File: config.mk
export PLATFORM = sky130hd
export DESIGN_NAME = alu_share_arbiter_flat
export DESIGN_NICKNAME = d
export VERILOG_FILES = /design/src/rtl/alu_share_arbiter_pkg.sv /design/src/rtl/alu_share_arbiter_if.sv /design/src/rtl/alu_share_arbiter_logic_unit4.sv /design/src/rtl/alu_share_arbiter.sv /design/src/flat_wrapper.sv
export SDC_FILE = /design/constraint.sdc
export NUM_CORES = 1
export LEC_CHECK = 0
export BUFFER_PORTS_ARGS = -buffer_cell sky130_fd_sc_hd__buf_2
export CAP_MARGIN = 25
export CORE_ASPECT_RATIO = 1.25
export CORE_MARGIN = 1.5
export CORE_UTILIZATION = 35
export CTS_CLUSTER_DIAMETER = 60
export DETAILED_ROUTE_END_ITERATION = 8
export PLACE_DENSITY = 0.67
export REMOVE_ABC_BUFFERS = 1
export SYNTH_ARGS = -nofsm -noshare
export SYNTH_HDL_FRONTEND = slang
export SYNTH_SLANG_ARGS = --single-unit
export TNS_END_PERCENT = 5
File: constraint.sdc
create_clock -name clk -period 2.1 [get_ports clk]
set_clock_uncertainty 0.2 [all_clocks]
set_input_delay 0 -clock clk [delete_from_list [all_inputs] [get_ports clk]]
set_output_delay 0 -clock clk [all_outputs]
set_load 0.01 [all_outputs]
File: src/rtl/alu_share_arbiter_pkg.sv
// Shared definitions for the two-requester logic-unit arbiter.
//   state_t : controller states (IDLE accepts a request, EXEC evaluates,
//             RESP holds the result until the owner takes it).
//   OP_*    : opcode encoding, bit0 = s0, bit1 = s1 of the logic unit.
package alu_share_arbiter_pkg;

  typedef enum logic [1:0] {
    IDLE = 2'd0,
    EXEC = 2'd1,
    RESP = 2'd2
  } state_t;

  localparam logic [1:0] OP_AND  = 2'b00;
  localparam logic [1:0] OP_OR   = 2'b01;
  localparam logic [1:0] OP_XOR  = 2'b10;
  localparam logic [1:0] OP_XNOR = 2'b11;

endpackage

File: src/rtl/alu_share_arbiter_if.sv
// Request/response channels of both requesters.
//   reqN_valid/ready/op/a/b : request channel of requester N (master drives valid+payload)
//   rspN_valid/ready/data   : response channel of requester N (slave drives valid+data)
// master = requester side, slave = arbiter side.
interface alu_share_arbiter_if #(
  parameter int WIDTH = 4
);
  logic             req0_valid;
  logic             req0_ready;
  logic [1:0]       req0_op;
  logic [WIDTH-1:0] req0_a;
  logic [WIDTH-1:0] req0_b;
  logic             req1_valid;
  logic             req1_ready;
  logic [1:0]       req1_op;
  logic [WIDTH-1:0] req1_a;
  logic [WIDTH-1:0] req1_b;
  logic             rsp0_valid;
  logic             rsp0_ready;
  logic [WIDTH-1:0] rsp0_data;
  logic             rsp1_valid;
  logic             rsp1_ready;
  logic [WIDTH-1:0] rsp1_data;

  modport master (
    output req0_valid, req0_op, req0_a, req0_b, rsp0_ready,
    output req1_valid, req1_op, req1_a, req1_b, rsp1_ready,
    input  req0_ready, rsp0_valid, rsp0_data,
    input  req1_ready, rsp1_valid, rsp1_data
  );

  modport slave (
    input  req0_valid, req0_op, req0_a, req0_b, rsp0_ready,
    input  req1_valid, req1_op, req1_a, req1_b, rsp1_ready,
    output req0_ready, rsp0_valid, rsp0_data,
    output req1_ready, rsp1_valid, rsp1_data
  );
endinterface

File: src/rtl/alu_share_arbiter_logic_unit4.sv
// logic_unit4: combinational WIDTH-bit four-function logic unit.
//   s0, s1 : function select ({s1,s0}: 00 AND, 01 OR, 10 XOR, 11 XNOR)
//   a, b   : operands
//   y      : result
module logic_unit4
  import alu_share_arbiter_pkg::*;
#(
  parameter int WIDTH = 4
) (
  input  logic             s0,
  input  logic             s1,
  input  logic [WIDTH-1:0] a,
  input  logic [WIDTH-1:0] b,
  output logic [WIDTH-1:0] y
);

  logic [1:0] sel;
  assign sel = {s1, s0};

  for (genvar gi = 0; gi < WIDTH; gi++) begin : g_bit
    assign y[gi] = (sel == OP_AND) ? (a[gi] & b[gi]) :
                   (sel == OP_OR)  ? (a[gi] | b[gi]) :
                   (sel == OP_XOR) ? (a[gi] ^ b[gi]) :
                                     ~(a[gi] ^ b[gi]);
  end

endmodule

File: src/rtl/alu_share_arbiter.sv
// alu_share_arbiter: shares one logic_unit4 between two requesters.
// A round-robin grant accepts one request in IDLE, the operands are
// evaluated for one cycle in EXEC and the result is held in RESP until the
// owner accepts it. Only one operation is in flight.
//   clk, rst  : clock, asynchronous active-high reset
//   bus       : request/response channels (slave side)
//   busy      : controller is not in IDLE
//   grant_id  : owner of the current or most recent operation
//   op_count  : completed operations, wraps
module alu_share_arbiter
  import alu_share_arbiter_pkg::*;
#(
  parameter int WIDTH = 4,
  parameter int CNT_W = 8
) (
  input  logic               clk,
  input  logic               rst,
  alu_share_arbiter_if.slave bus,
  output logic               busy,
  output logic               grant_id,
  output logic [CNT_W-1:0]   op_count
);

  state_t             state_reg, state_next;
  logic               last_grant_reg;
  logic               owner_reg;
  logic [1:0]         op_reg;
  logic [WIDTH-1:0]   a_reg, b_reg, result_reg;
  logic [CNT_W-1:0]   count_reg;

  logic               grant_valid;
  logic               grant_sel;
  logic               req_fire;
  logic               rsp_fire;
  logic [WIDTH-1:0]   lu_y;

  // Round-robin: on a tie the requester that did not win last time goes.
  always_comb begin
    grant_valid = bus.req0_valid | bus.req1_valid;
    if (bus.req0_valid && bus.req1_valid) grant_sel = ~last_grant_reg;
    else                                  grant_sel = bus.req1_valid;
  end

  always_comb begin
    state_next     = state_reg;
    req_fire       = 1'b0;
    rsp_fire       = 1'b0;
    bus.req0_ready = 1'b0;
    bus.req1_ready = 1'b0;
    bus.rsp0_valid = 1'b0;
    bus.rsp1_valid = 1'b0;
    bus.rsp0_data  = '0;
    bus.rsp1_data  = '0;
    case (state_reg)
      IDLE: begin
        // Ready is only ever raised towards a valid requester, so a grant
        // is always a handshake. Gated by rst so ready reads 0 in reset.
        if (grant_valid && !rst) begin
          bus.req0_ready = ~grant_sel;
          bus.req1_ready = grant_sel;
          req_fire       = 1'b1;
          state_next     = EXEC;
        end
      end
      EXEC: state_next = RESP;
      RESP: begin
        if (owner_reg) begin
          bus.rsp1_valid = 1'b1;
          bus.rsp1_data  = result_reg;
          rsp_fire       = bus.rsp1_ready;
        end else begin
          bus.rsp0_valid = 1'b1;
          bus.rsp0_data  = result_reg;
          rsp_fire       = bus.rsp0_ready;
        end
        if (rsp_fire) state_next = IDLE;
      end
      default: state_next = IDLE;
    endcase
  end

  always_ff @(posedge clk or posedge rst) begin
    if (rst) begin
      state_reg      <= IDLE;
      last_grant_reg <= 1'b1;
      owner_reg      <= 1'b0;
      op_reg         <= '0;
      a_reg          <= '0;
      b_reg          <= '0;
      result_reg     <= '0;
      count_reg      <= '0;
    end else begin
      state_reg <= state_next;
      if (req_fire) begin
        owner_reg <= grant_sel;
        op_reg    <= grant_sel ? bus.req1_op : bus.req0_op;
        a_reg     <= grant_sel ? bus.req1_a  : bus.req0_a;
        b_reg     <= grant_sel ? bus.req1_b  : bus.req0_b;
      end
      if (state_reg == EXEC) result_reg <= lu_y;
      if (rsp_fire) begin
        last_grant_reg <= owner_reg;
        count_reg      <= count_reg + 1'b1;
      end
    end
  end

  logic_unit4 #(.WIDTH(WIDTH)) u_logic_unit (
    .s0 (op_reg[0]),
    .s1 (op_reg[1]),
    .a  (a_reg),
    .b  (b_reg),
    .y  (lu_y)
  );

  assign busy     = (state_reg != IDLE);
  assign grant_id = owner_reg;
  assign op_count = count_reg;

endmodule

File: src/flat_wrapper.sv
// flat-port wrapper written by rule: the top's interface ports become plain ports
module alu_share_arbiter_flat import alu_share_arbiter_pkg::*;
#(
  parameter int WIDTH = 4,
  parameter int CNT_W = 8
)
  (clk, rst, busy, grant_id, op_count, bus_req0_valid, bus_req0_op, bus_req0_a, bus_req0_b, bus_rsp0_ready, bus_req1_valid, bus_req1_op, bus_req1_a, bus_req1_b, bus_rsp1_ready, bus_req0_ready, bus_rsp0_valid, bus_rsp0_data, bus_req1_ready, bus_rsp1_valid, bus_rsp1_data);
  alu_share_arbiter_if #(.WIDTH(WIDTH)) bus_i ();
  input  logic clk;
  input  logic rst;
  output logic busy;
  output logic grant_id;
  output logic [CNT_W-1:0] op_count;
  input wire logic [$bits(bus_i.req0_valid)-1:0] bus_req0_valid;
  input wire logic [$bits(bus_i.req0_op)-1:0] bus_req0_op;
  input wire logic [$bits(bus_i.req0_a)-1:0] bus_req0_a;
  input wire logic [$bits(bus_i.req0_b)-1:0] bus_req0_b;
  input wire logic [$bits(bus_i.rsp0_ready)-1:0] bus_rsp0_ready;
  input wire logic [$bits(bus_i.req1_valid)-1:0] bus_req1_valid;
  input wire logic [$bits(bus_i.req1_op)-1:0] bus_req1_op;
  input wire logic [$bits(bus_i.req1_a)-1:0] bus_req1_a;
  input wire logic [$bits(bus_i.req1_b)-1:0] bus_req1_b;
  input wire logic [$bits(bus_i.rsp1_ready)-1:0] bus_rsp1_ready;
  output wire logic [$bits(bus_i.req0_ready)-1:0] bus_req0_ready;
  output wire logic [$bits(bus_i.rsp0_valid)-1:0] bus_rsp0_valid;
  output wire logic [$bits(bus_i.rsp0_data)-1:0] bus_rsp0_data;
  output wire logic [$bits(bus_i.req1_ready)-1:0] bus_req1_ready;
  output wire logic [$bits(bus_i.rsp1_valid)-1:0] bus_rsp1_valid;
  output wire logic [$bits(bus_i.rsp1_data)-1:0] bus_rsp1_data;
  assign bus_i.req0_valid = bus_req0_valid;
  assign bus_i.req0_op = bus_req0_op;
  assign bus_i.req0_a = bus_req0_a;
  assign bus_i.req0_b = bus_req0_b;
  assign bus_i.rsp0_ready = bus_rsp0_ready;
  assign bus_i.req1_valid = bus_req1_valid;
  assign bus_i.req1_op = bus_req1_op;
  assign bus_i.req1_a = bus_req1_a;
  assign bus_i.req1_b = bus_req1_b;
  assign bus_i.rsp1_ready = bus_rsp1_ready;
  assign bus_req0_ready = bus_i.req0_ready;
  assign bus_rsp0_valid = bus_i.rsp0_valid;
  assign bus_rsp0_data = bus_i.rsp0_data;
  assign bus_req1_ready = bus_i.req1_ready;
  assign bus_rsp1_valid = bus_i.rsp1_valid;
  assign bus_rsp1_data = bus_i.rsp1_data;
  alu_share_arbiter #(.WIDTH(WIDTH), .CNT_W(CNT_W)) u_core (.clk(clk), .rst(rst), .bus(bus_i), .busy(busy), .grant_id(grant_id), .op_count(op_count));
endmodule
==> results.txt, run 1 <==
- The run finished with clean final reports.
* Number of library cell types mapped by synthesis: 35
* Critical Path Max Stage Delay: 0.57 ns
- In the global route stage, overall resource usage came out at 0.161.
- The average instance in the mapped netlist occupies 10.2 sq um.
- Vert. Die Dim: 76.1 um
- Kind of end point of the critical path: flop
- For this block, the routed nets add up to 3470 um of wire.
* DR vias: 1346
- Routability-driven placement finished with a final weighted congestion of 0.762.
- Based on the critical path, the design can be clocked at up to 503 MHz.
- Data arrival time of the critical path: 1.98 ns
- The routed design could run at a clock period as short as 1.99 ns.
* Clock sink total: 26
- Number of flip-flops in the largest register: 8
* Number of global-route vias before repair: 1341
- Number of buffers added on ports: 47
* Number of max-slew violations in the final report: 0
- Summed over all nets, the half-perimeter wirelength after detailed placement is 2450 um.
- Measured along the x axis, the die boundary spans 61.5 um.
* Post-synthesis instance total: 147
* Root Buffer: clkbuf_8
- Global routing finished with a remaining overflow of 0.
- The analysis attributes to net switching a power of 936 uW.
* Detailed Route Iter0 Violations: 59
- Pin count of the biggest net entering global routing: 27
* Worst Path Required: 2.09 ns
- At the later pin of the worst-skew pair, clock insertion delay measures 0.27 ns.
- Type of the worst setup path: reg2reg
- Average wire per standard cell: 12.7 um
- Relative to the synthesized area, the layout overhead comes to 39.4%.
* Hold violation count in the final report: 0
* Antenna cell count: 0
* Standard cell with the maximum stage delay on the critical path: dlygate4sd3_1
- Residual DRC: 0
- Initial antenna violation count: 0
- The synthesized design contains 26 register bits.
* Maxcap violations: 0
- The path class of the tightest hold or removal check is in2reg.
- In this run the number of H-tree levels came out at 1.
- Core region area: 4100 sq um
- The synthesized netlist occupies a cell area of 1500 sq um.
- Logic gate share of total power: 0.464
- Of the total power, the share spent switching nets is 0.385.
* Row cnt: 26
* Area of the die: 4680 sq um
- In the final design database the tool counted 253 nets.
* # setup viols final: 0
- Total leakage power: 1.03 nW
* Inserted Clock Buffers: 3
- Fraction of final layout cells with drive strength greater than 1: 0.304
- Setup repair after global routing left no endpoint under its margin.
* Share of total power in the clock network: 0.132
* Internal: 1.50 mW
- After detailed routing, the number of vias per cell comes to 4.93.
- Slew margin rel.: 0.704
- Worst hold slack after final layout: 0.0570 ns
- Sum of internal, switching and leakage power: 2.43 mW
- The share of total power dissipated in sequential elements is 0.404.
* TritonCTS clock tree: yes
- Yosys printed 0 warnings.
* PD cells: 1170 nW/um^2
- For this run, the share of the core covered by cells in the final layout is 0.509.
- STA classifies the critical path startpoint as a flop.
* Number of buffers on the longest clock path: 2
- Top-Level Pins: 48
* Post-CTS Repair Setup Buffers: 0
- Transition time of the tightest slew-check pin: 0.444 ns
* Post-DRT Antenna Nets: 0
- Wire length of the first global-routing pass: 5920 um
- Register clock-pin slew on the reported worst setup and hold paths: 0.09 ns
- Along the worst path, the maximum fanout reaches 11.
- Peak ir drop on the vdd network: 0.428 mV
* Final Cycle Share: 0.947
* Initial Utilization: 0.365
* Sequential fraction of the synthesis area: 0.436
* Number of detailed-route iterations in the first pass: 4
- Sum of negative setup slack: 0 ns
- Cells traversed along the worst timing path: a21bo_2 > o32ai_1 > dlygate4sd3_1 > a2bb2oi_1
[what timing repair did]
| item | 4_1_cts | 5_1_grt |
|---|---|---|
| hold buffers | 24 | 0 |
| endpoints found under the hold margin | 39 | 0 |
| setup endpoints to repair | 0 | 0 |
| resized for setup | 0 | 0 |
[cell usage in the layout (no fill, tap or decap), drive strengths merged, types with 3 or more instances in the layout]
cell type    netlist  routed
nand3              4       4
buf                5      51
o21ai              4       4
dlygate4sd3        0      24
o32ai             10      10
clkbuf             4       4
nand2              8       8
a21oi              6       6
xor2               6       6
dfrtp             25      25
or2                4       4
a2bb2oi           10      10
and3               4       4
inv               10      10
ha                 9       9
nor3               6       6
xnor2              5       5
and2               5       5
a21o               3       3
nor2               3       3
[cell families after synthesis]
| family | count (synthesis) | synth area share |
|---|---|---|
| xor+xnor | 11 | 0.0644 |
| buf+inv | 19 | 0.0527 |
| compound gates | 37 | 0.189 |
| fa+ha+maj | 9 | 0.0753 |
| simple gates | 42 | 0.159 |
| mux | 3 | 0.0242 |
| flops | 26 | 0.436 |
[cell type report]
class | count | area [sq um]
fillers | 402 | 2010
multi-input cells | 102 | 766
flip-flops and latches | 26 | 652
repair buffers | 75 | 505
well taps | 56 | 70.1
clock buffers | 4 | 55.1
inverters | 10 | 37.5
[critical path, delay by kind of cell, from the launching register on]
| kind | cells | cell delay, ns |
|---|---|---|
| flip-flops | 1 | 0.56 |
| buffers and inverters | 1 | 0.57 |
| AO/OA/AOI/OAI | 3 | 0.58 |
[cell usage after synthesis, drive strengths merged]
| library cell | instances | area share |
|---|---|---|
| nand4b | 1 | 0.0059 |
| clkbuf | 4 | 0.010 |
| a21bo | 1 | 0.0067 |
| nor2 | 3 | 0.0075 |
| nor4 | 2 | 0.013 |
| and2b | 1 | 0.0050 |
| ha | 9 | 0.075 |
| a211o | 1 | 0.0059 |
| o32ai | 10 | 0.059 |
| nor2b | 2 | 0.0084 |
| nor3 | 6 | 0.023 |
| o21a | 1 | 0.0050 |
| nand2b | 2 | 0.0084 |
| a21o | 3 | 0.015 |
| and2 | 5 | 0.021 |
| a22o | 1 | 0.0059 |
| and3 | 4 | 0.017 |
| inv | 10 | 0.025 |
| mux2 | 2 | 0.015 |
| dfrtp | 25 | 0.42 |
| a2bb2oi | 10 | 0.059 |
| a21oi | 6 | 0.020 |
| mux2i | 1 | 0.0092 |
| buf | 5 | 0.018 |
| o21ai | 4 | 0.013 |
| nand2 | 8 | 0.020 |
| or2 | 4 | 0.017 |
| xor2 | 6 | 0.035 |
| xnor2 | 5 | 0.029 |
| nand3 | 4 | 0.013 |
| dfstp | 1 | 0.018 |
[power by group through the flow]
stage          sequential [mW]  combinational (mW)  clock, mW
2_1_floorplan            0.978               0.707          0
5_1_grt                   1.03                1.30      0.352
6_report                 0.983                1.13      0.321
3_5_place_dp             0.991                1.07          0
4_1_cts                  0.983                1.14      0.329
3_3_place_gp             0.982                1.04          0
[stage by stage]
| stage | instance area [sq um] | std cells | setup slack (ns) |
|---|---|---|---|
| global route | 2090 | 273 | 0.0114 |
| global placement | 1790 | 245 | 0.561 |
| finish | 2090 | 273 | 0.110 |
| detailed placement | 1790 | 245 | 0.587 |
| CTS | 2090 | 273 | 0.110 |
| floorplan | 1460 | 138 | 0.422 |
[layer usage]
| layer | vias to the layer above | GRT usage | routed length [um] |
|---|---|---|---|
| li1 | 665 | - | - |
| met2 | 33 | 0.278 | 1770 |
| met5 | - | 0 | 0 |
| met1 | 646 | 0.198 | 1540 |
| met4 | 0 | 0.0362 | 15 |
| met3 | 2 | 0.0374 | 138 |
[final timing paths]
check / start / endpoint / slack, ns / cells after the start
worst min-delay path: bus_req0_valid / u_core.state_reg[0] / 0.06 / 2
worst max register to register: u_core.last_grant_reg / u_core.b_reg[2] / 0.11 / 4
max in group asynchronous: rst / u_core.last_grant_reg / 1.25 / 4
min in group asynchronous: rst / u_core.op_count[1] / 0.16 / 4
worst min register to register: u_core.op_count[7] / u_core.op_count[7] / 0.28 / 1
worst max-delay path: u_core.last_grant_reg / u_core.b_reg[2] / 0.11 / 4
Power figures use the tool's default switching activity.
==> inputs of run 2 (changes only) <==
--- a/config.mk
+++ b/config.mk
@@ -12,7 +12,7 @@
 export CORE_UTILIZATION = 35
 export CTS_CLUSTER_DIAMETER = 60
 export DETAILED_ROUTE_END_ITERATION = 8
-export PLACE_DENSITY = 0.67
+export PLACE_DENSITY = 0.69
 export REMOVE_ABC_BUFFERS = 1
 export SYNTH_ARGS = -nofsm -noshare
 export SYNTH_HDL_FRONTEND = slang
==> constraint.sdc (replaced) <==
create_clock -name clk -period 1.6 [get_ports clk]
set_clock_uncertainty 0.2 [all_clocks]
set_input_delay 0 -clock clk [delete_from_list [all_inputs] [get_ports clk]]
set_output_delay 0 -clock clk [all_outputs]
set_load 0.01 [all_outputs]
==> run 2 against run 1 <==
  * Sequential share of layout area shrank 1.2 points
  * Hold slack gained 0.12 ns
  * Critical endpoint is now bus_req0_ready
  * Final cell count grew 1.5%
  * Clock power grew 32%
  * Largest power group unchanged
==> results.txt, run 2 (same netlist as run 1, synthesis figures left out) <==
- Pin count of the biggest net entering global routing: 27 (unchanged)
- The clock tree from TritonCTS is yes (unchanged).
* # setup viols final: 0 (unchanged)
- Summed area of non-filler cells in the final layout: 2170 sq um (was 2090 sq um)
- The global routing usage summed across all routing layers was 0.160 (was 0.161).
- The number of clock sinks was 26 (unchanged).
* Sum of negative setup slack: 0 ns (unchanged)
- The arrival time of data at the critical path endpoint was 1.39 ns (was 1.98 ns).
- Multi-input logic area: 810 sq um (was 766 sq um)
- Achievable clock frequency: 631 MHz
- The count of input and output buffers is 47 (unchanged).
- The die area came to 4680 sq um (unchanged).
- Root Buffer: clkbuf_8 (unchanged)
- The instance area after placement is 1790 sq um (unchanged).
* Number of buffers on the longest clock path: 2 (unchanged)
- Initial antenna violation count: 0 (unchanged)
- The count of placed standard cells including taps was 245 (unchanged).
- The final cell utilization of the core was 0.528 (was 0.509).
- Die Span X: 61.5 um (unchanged)
* Routability-driven placement congestion ratio: 0.799 (was 0.762)
- The filler cell count came to 383 (was 402).
- The number of clock buffers inserted by TritonCTS is 3 (unchanged).
- The residual DRC count is 0 (unchanged).
- The H-tree depth came to 1 (unchanged).
- The number of DRC markers after the initial detailed-route iteration was 44 (was 59).
- The footprint of the flip-flops and latches was 652 sq um (unchanged).
- The endpoint type of the worst setup path was an output pin (was flop).
- The number of cells in the finished layout apart from fillers was 277 (was 273).
* HPWL after DPL: 2400 um (was 2450 um)
- Sum of internal, switching and leakage power: 3.26 mW (was 2.43 mW)
- The clock insertion delay at the later pin of the skew report was 0.27 ns (about the same).
* Average wire per standard cell: 13.0 um (was 12.7 um)
* Unrepaired setup endpoints after global routing: yes (was no)
- The count of endpoints failing hold in the final timing report was 0 (unchanged).
- DR vias: 1349 (was 1346)
- The setup slack after placement was 0.0692 ns (was 0.587 ns).
- The required time of the critical path was 1.40 ns (was 2.09 ns).
* Vias per cell: 4.87 (was 4.93)
* Number of flip-flops in the largest register: 8 (unchanged)
* Commonest non-fill, non-tap cells in the layout: buf_2, dlygate4sd3_1, dfrtp_1 (was buf_2, dfrtp_1, dlygate4sd3_1)
- The normalized max-slew margin came to 0.720 (was 0.704).
- Subtracting the final worst setup slack from the clock period gives 1.59 ns.
- The count of pins on the block boundary is 48 (unchanged).
- The number of antenna-violating nets in the routed design was 0 (unchanged).
- The initial core utilization is 0.365 (unchanged).
- The via count of the first global-routing pass was 1398 (was 1341).
* Core region area: 4100 sq um (unchanged)
- Worst hold slack after final layout: 0.178 ns (was 0.0570 ns)
* Peak ir drop on the vdd network: 0.537 mV (was 0.428 mV)
* CP startpoint kind: flop (unchanged)
- The actual slew at the worst max-slew pin came to 0.419 ns (was 0.444 ns).
- Wire length of the first global-routing pass: 5910 um (was 5920 um)
- The total congestion overflow after global routing was 0 (unchanged).
- Type of the worst setup path: reg2out (was reg2reg)
- The post-route worst setup slack was 0.0147 ns (was 0.110 ns).
- Post-Route WL: 3610 um (was 3470 um)
* Register clock-pin slew on the reported worst setup and hold paths: 0.09 ns (about the same)
- Run status: complete, no violations (unchanged)
- Row cnt: 26 (unchanged)
- The leakage power figure was 1.04 nW (was 1.03 nW).
* Antenna cell count: 0 (unchanged)
* PD cells: 1510 nW/um^2 (was 1170 nW/um^2)
- Most common cell after layout, fill and taps aside: buf_2 (unchanged)
* Net total in the final layout: 257 (was 253)
* Layout area overhead: 44.7% (was 39.4%)
* Final Cycle Share: 0.991
- The final count of pins violating max slew came to 0 (unchanged).
* Number of detailed-route iterations in the first pass: 4 (unchanged)
- The number of max-capacitance violations reported was 0 (unchanged).
- Largest driver fanout on the critical path: 6 (was 11)
- Hold Crit Class: in2async (was in2reg)
* Fraction of final layout cells with drive strength greater than 1: 0.335 (was 0.304)
- The vertical die dimension is 76.1 um (unchanged).
run 2: final timing paths:
| path | start | to | slack [ns] | depth (start not counted) |
|---|---|---|---|---|
| worst max-delay path | u_core.state_reg[0] | bus_req0_ready | 0.01 | 3 |
| worst max register to register | u_core.state_reg[0] | u_core.b_reg[3] | 0.07 | 4 |
| worst min register to register | u_core.op_count[7] | u_core.op_count[7] | 0.26 | 1 |
| min in group clk | u_core.op_count[7] | u_core.op_count[7] | 0.26 | 1 |
| max in group asynchronous | rst | u_core.last_grant_reg | 0.73 | 4 |
| worst min-delay path | rst | u_core.op_count[1] | 0.18 | 4 |
run 2: what timing repair did:
action	4_1_cts	5_1_grt
setup buffers	3	0
setup endpoints to repair	5	15
resized for setup	5	7
pin swaps	0	2
hold endpoints to repair	40	0
hold buffers	25	0
run 2: area by class of cell:
class / count / share of cell area
Sequential cell: 26 / 0.301
Inverter: 10 / 0.0173
Multi-Input combinational cell: 102 / 0.374
Clock buffer: 4 / 0.0254
Timing Repair Buffer: 79 / 0.250
Tap cell: 56 / 0.0324
run 2: power breakdown:
group,switching (mW),internal [mW]
Combinational,0.742,0.826
Clock,0.203,0.220
Sequential,0.315,0.959
run 2: worst max-delay path, cell delays in order, from the launching register on:
cell,delay [ns]
dfrtp_1,0.44
or2_4,0.27
nor4_4,0.23
buf_2,0.18
run 2: per-layer routing:
layer	track usage	vias up	share of wire
met1	0.184	633	0.42
met4	0.0404	0	0.010
met3	0.0255	6	0.037
met5	0	-	0
met2	0.291	37	0.53
li1	-	673	-
